--- src/rtl/pc_fetch_pkg.sv ---
// Shared types for the fetch sequencer: FSM states, redirect source encoding, default vectors.
// Pure declarations, no latency or flow control of its own.
package pc_fetch_pkg;

  typedef enum logic [1:0] {BOOT, FETCH, HOLD} state_t;

  typedef enum logic [1:0] {RD_NONE, RD_BR, RD_JMP, RD_EXC} rd_src_t;

  localparam logic [15:0] EXC_VEC_DEFAULT = 16'h0040;

endpackage

--- src/rtl/redirect_arb.sv ---
// Fixed-priority redirect select (exc > jmp > br) into {vld, src, tgt}; purely combinational.
// No backpressure: the result is consumed in the same cycle by the fetch FSM.
module redirect_arb
  import pc_fetch_pkg::*;
#(
  parameter int SIZE = 16
) (
  input  logic            exc,
  input  logic [SIZE-1:0] exc_tgt,
  input  logic            jmp,
  input  logic [SIZE-1:0] jmp_tgt,
  input  logic            br,
  input  logic [SIZE-1:0] br_tgt,
  output logic            vld,
  output rd_src_t         src,
  output logic [SIZE-1:0] tgt
);

  always_comb begin
    vld = exc | jmp | br;
    src = RD_NONE;
    tgt = br_tgt;
    if (exc) begin
      src = RD_EXC;
      tgt = exc_tgt;
    end else if (jmp) begin
      src = RD_JMP;
      tgt = jmp_tgt;
    end else if (br) begin
      src = RD_BR;
    end
  end

endmodule

--- src/rtl/pc_fetch_ctrl.sv ---
// Fetch sequencer: drives PC load/increment, imem request, one-entry instr slot; 1 instr/cycle at single-cycle ack.
// Backpressure: slot stall parks the FSM in HOLD with no request; optional PC_FETCH_PERF_EN adds perf counters.
module pc_fetch_ctrl
  import pc_fetch_pkg::*;
#(
  parameter int              SIZE      = 16,
  parameter int              IW        = 32,
  parameter logic [SIZE-1:0] RESET_VEC = '0,
  parameter logic [SIZE-1:0] EXC_VEC   = SIZE'(EXC_VEC_DEFAULT)
) (
  input  logic            clk,
  input  logic            rst,
  input  logic [SIZE-1:0] pc_q,
  output logic            pc_en,
  output logic            pc_aload,
  output logic [SIZE-1:0] pc_d,
  output logic            imem_req,
  input  logic            imem_ack,
  input  logic [IW-1:0]   imem_rdata,
  output logic [IW-1:0]   instr,
  output logic [SIZE-1:0] instr_pc,
  output logic            instr_valid,
  input  logic            instr_ready,
`ifdef PC_FETCH_PERF_EN
  output logic [15:0]     perf_fetch,
  output logic [15:0]     perf_flush,
`endif
  input  logic            exc,
  input  logic            jmp,
  input  logic [SIZE-1:0] jmp_target,
  input  logic            br_taken,
  input  logic [SIZE-1:0] br_target
);

  state_t          state, state_nxt;
  logic            pend_v, pend_v_nxt;
  rd_src_t         pend_src, pend_src_nxt;
  logic [SIZE-1:0] pend_tgt, pend_tgt_nxt;
  logic            vld_nxt, cap;

  logic            live_vld, rd_vld;
  rd_src_t         live_src, rd_src;
  logic [SIZE-1:0] live_tgt, rd_tgt;
  logic            pend_is_exc;

  assign pend_is_exc = pend_v && (pend_src == RD_EXC);

  redirect_arb #(.SIZE(SIZE)) u_live (
    .exc(exc), .exc_tgt(EXC_VEC), .jmp(jmp), .jmp_tgt(jmp_target),
    .br(br_taken), .br_tgt(br_target), .vld(live_vld), .src(live_src), .tgt(live_tgt)
  );

  // Merge live with latched: a latched exc survives later jmp/br, otherwise the newest redirect wins.
  redirect_arb #(.SIZE(SIZE)) u_merge (
    .exc(exc | pend_is_exc), .exc_tgt(EXC_VEC), .jmp(live_vld), .jmp_tgt(live_tgt),
    .br(pend_v), .br_tgt(pend_tgt), .vld(rd_vld), .src(rd_src), .tgt(rd_tgt)
  );

  always_comb begin
    state_nxt    = state;
    pend_v_nxt   = pend_v;
    pend_src_nxt = pend_src;
    pend_tgt_nxt = pend_tgt;
    vld_nxt      = instr_valid && !instr_ready;
    cap          = 1'b0;
    imem_req     = 1'b0;
    pc_en        = 1'b0;
    pc_aload     = 1'b0;
    pc_d         = rd_tgt;
    unique case (state)
      BOOT: begin
        pc_aload  = 1'b1;
        pc_d      = RESET_VEC;
        state_nxt = FETCH;
      end
      FETCH: begin
        imem_req = 1'b1;
        if (imem_ack && rd_vld) begin
          pc_aload   = 1'b1;
          pend_v_nxt = 1'b0;
          vld_nxt    = 1'b0;
        end else if (imem_ack && (!instr_valid || instr_ready)) begin
          cap     = 1'b1;
          pc_en   = 1'b1;
          vld_nxt = 1'b1;
          if (!instr_ready) state_nxt = HOLD;
        end else if (imem_ack) begin
          // Slot blocked: word dropped, PC not advanced, so the resume refetches it.
          state_nxt = HOLD;
        end else if (live_vld) begin
          pend_v_nxt   = 1'b1;
          pend_src_nxt = (rd_src == RD_EXC) ? RD_EXC : live_src;
          pend_tgt_nxt = rd_tgt;
          vld_nxt      = 1'b0;
        end
      end
      HOLD: begin
        if (live_vld) begin
          pc_aload  = 1'b1;
          vld_nxt   = 1'b0;
          state_nxt = FETCH;
        end else if (instr_ready) begin
          vld_nxt   = 1'b0;
          state_nxt = FETCH;
        end
      end
      default: state_nxt = BOOT;
    endcase
    if (!rst) begin
      imem_req = 1'b0;
      pc_en    = 1'b0;
      pc_aload = 1'b0;
    end
  end

  always_ff @(posedge clk or negedge rst) begin
    if (!rst) begin
      state       <= BOOT;
      pend_v      <= 1'b0;
      pend_src    <= RD_NONE;
      pend_tgt    <= '0;
      instr_valid <= 1'b0;
      instr       <= '0;
      instr_pc    <= '0;
    end else begin
      state       <= state_nxt;
      pend_v      <= pend_v_nxt;
      pend_src    <= pend_src_nxt;
      pend_tgt    <= pend_tgt_nxt;
      instr_valid <= vld_nxt;
      if (cap) begin
        instr    <= imem_rdata;
        instr_pc <= pc_q;
      end
    end
  end

`ifdef PC_FETCH_PERF_EN
  logic flush_app;
  assign flush_app = pc_aload && (state != BOOT);

  always_ff @(posedge clk or negedge rst) begin
    if (!rst) begin
      perf_fetch <= '0;
      perf_flush <= '0;
    end else begin
      if (instr_valid && instr_ready && perf_fetch != 16'hFFFF) perf_fetch <= perf_fetch + 16'd1;
      if (flush_app && perf_flush != 16'hFFFF) perf_flush <= perf_flush + 16'd1;
    end
  end
`endif

endmodule

--- config.mk ---
export PLATFORM = sky130hd
export DESIGN_NAME = pc_fetch_ctrl
export DESIGN_NICKNAME = d
export VERILOG_FILES = /design/src/rtl/pc_fetch_pkg.sv /design/src/rtl/redirect_arb.sv /design/src/rtl/pc_fetch_ctrl.sv
export SDC_FILE = /design/constraint.sdc
export NUM_CORES = 1
export LEC_CHECK = 0
export ABC_AREA = 1
export BUFFER_PORTS_ARGS = -buffer_cell sky130_fd_sc_hd__buf_2
export CAP_MARGIN = 25
export CELL_PAD_IN_SITES_DETAIL_PLACEMENT = 0
export CELL_PAD_IN_SITES_GLOBAL_PLACEMENT = 1
export CORE_MARGIN = 8
export CORE_UTILIZATION = 29
export DETAILED_ROUTE_END_ITERATION = 10
export PLACE_DENSITY = 0.81
export SLEW_MARGIN = 10
export SYNTH_ARGS = -nofsm -noshare
export SYNTH_HDL_FRONTEND = slang
export SYNTH_SLANG_ARGS = --single-unit
--- constraint.sdc ---
create_clock -name clk -period 1.6 [get_ports clk]
set_clock_uncertainty 0.1 [all_clocks]
set_input_delay 0.32 -clock clk [delete_from_list [all_inputs] [get_ports clk]]
set_output_delay 0.32 -clock clk [all_outputs]
set_load 0.03 [all_outputs]
==> reports/qor.yml <==
synth:
  yosysTopAreaCellShare: 0.498
  synthCells: 477
  synth_commonest_cells: "nand2_1, dfrtp_1, inv_1"
  yosys_warnings: 0
  yosys_most_used_dff: "dfrtp_1"
  netlist_area_um2: 3520
  synth_area_leader_cell: "dfrtp_1"
  synth_area_leaders: "dfrtp_1, nand2_1, inv_1"
  synthArstFlopShare: 1.00
  yosys_register_bits: 70
  synth.most_common_cell: "nand2_1"
  synth_nets: 568
  synth-edff-count: 0
  yosysSeqAreaShare: 0.498
  synthDistinctLibCells: 25
  synth_area_per_cell_um2: 7.37
timing:
  max_freq_mhz: 525
  hold_violations: 0
  slew_headroom: 0.387
  setup_viol: 67
  rsz0062_at_grt: "yes"
  worst_pin_slew_ps: 920
  slew_viol_final: 0
  layout_worst_path_cycle_share: 1.19
  setup_slack_ps: -306
  fin_crit_ps: 1910
global_routing:
  antenna_found_initial: 0
  grt_pass1_wl_um: 20100
  grt_pass1_vias: 4023
  grt_start_max_net_pins: 71
  grtUsageTotal: 0.154
  grt.overflow.total: 0
die:
  die_y_um: 126
  boundaryPins: 155
  start_util: 0.295
  row_count: 40
  dieArea_um2: 15900
  core-area_um2: 11900
  fp.dieW_um: 126
cts:
  cts_buffer_depth: 2
  clk_latency_ps: 330
  htree_levels: 3
  cts.sinks: 70
  cts_buffers: 9
  cts.clk_slew.worst_paths_ps: 50
  root_buffer: "clkbuf_16"
  cts_tree: "done"
routing:
  top_layer: "met4"
  wl_met3_um: 1070
  drt_wl_total_um: 12600
  drt-wirelength-per-cell_um: 15.0
  vias_per_cell: 4.45
  vias: 3737
  drtPass1Iterations: 4
  wl_met1_um: 5150
  dr_wl_met2_um: 6160
  drtIter0Drc: 143
  drc: 0
  detail-route-antenna-nets: 0
place:
  pre_cts_slack_ps: -208
  dp.cells: 794
  io_buffers: 154
  hpwlAfterDp_um: 7930
  place.gp.congestion: 0.806
worst_setup_path:
  crit_required_ps: 1180
  path_class: "reg2out"
  cp-end-kind: "primary output"
  arrival_ps: 1490
  crit_path_start_kind: "register"
  critPathMaxFanout: 5
status:
  status: "finished with violations"
  violations: "setup timing"
final_layout:
  n_fill_cell: 1102
  final_cells: 839
  nets: 779
  drive_above_1_share: 0.535
  area_growth_pct: 80.3
  n_antenna_cell: 0
power_and_ir_drop:
  ir_drop_v: 0.00106
  p_leak_nw: 3.48
  power.density_nw_per_um2: 1730
job:
  cap_violations: 0
worst_hold_path:
  min_path_type: "in2async"
worst max-delay path, cell delays in order (launching register included):
cell and delay (ps):
dfrtp_1 410, inv_2 120, ha_4 180, nand2_1 100, nor4_4 170, buf_6 180
routing by layer:
layer / vias to the layer above / GRT usage
met4: 0 / 0.0566
li1: 1884 / -
met2: 134 / 0.263
met3: 13 / 0.0561
met1: 1706 / 0.173
met5: - / 0
layout by cell type (no fill, tap or decap), types with 3 or more instances in the layout:
cell type / count
dfrtp_1: 70
buf_12: 15
buf_16: 7
buf_4: 35
clkbuf_16: 12
o21ai_2: 41
inv_4: 3
inv_2: 3
inv_1: 58
nor2_1: 3
buf_2: 134
o21ai_1: 6
nand2_2: 23
nand2_1: 154
nand3_1: 21
buf_6: 28
nand2_4: 30
o21ai_0: 4
nor2_4: 16
final timing paths:
path / cells after the start / end / startpoint / slack, ps
setup / recovery: 5 / pc_en / state[1] / -310
hold reg to reg: 2 / instr_pc[8] / instr_pc[8] / 380
setup reg to reg: 10 / instr[6] / state[1] / -170
min in group clk: 3 / instr[13] / imem_rdata[13] / 120
max in group asynchronous: 2 / pend_tgt[4] / rst / 640
hold / removal: 2 / state[1] / rst / 120
through the flow:
stage	hold WS [ps]	power [W]	TNS [ps]	util	cell area (um2)
floorplan	-75.6	0.00579	-1470	-	3720
global placement	363	0.00717	-4910	0.409	4870
detailed placement	365	0.00727	-6120	0.409	4870
CTS	104	0.0107	-11610	0.511	6090
global route	116	0.0116	-14730	0.532	6340
finish	118	0.0110	-9910	0.532	6340
flip-flops by register name (all words and copies together), names as in the netlist:
register and count:
pend_src 2, instr_valid 1, instr 32, instr_pc 16, state 2, pend_v 1
pend_tgt 16
layout make-up:
type                            instances  area [um2]  area share
Timing Repair Buffer                  224        1850       0.291
Inverter                               65         256      0.0404
Clock inverter                          4        47.5     0.00750
Multi-Input combinational cell        318        2010       0.317
Clock buffer                           11         243      0.0383
Sequential cell                        70        1750       0.276
Tap cell                              147         184      0.0290
repair_timing:
action,CTS,global route
endpoints found under the setup margin,62,69
endpoints found under the hold margin,0,0
gates cloned,13,4
resized for setup,147,74
pin swaps,6,5
buffers inserted,13,7
hold buffers,0,0
power by group:
group | internal, W | switching (W) | total, W
Sequential | 0.00253 | 0.000624 | 0.00316
Combinational | 0.00244 | 0.00340 | 0.00584
Clock | 0.00123 | 0.000743 | 0.00198
Total | 0.00621 | 0.00477 | 0.0110
kinds of logic after synthesis:
logic type	synth area share
AO/OA/AOI/OAI	0.0857
adder cells (fa/ha/maj)	0.0142
buffers and inverters	0.110
flip-flops	0.498
AND/OR/NAND/NOR	0.292
Note: power is estimated with default switching activity, not from simulation.
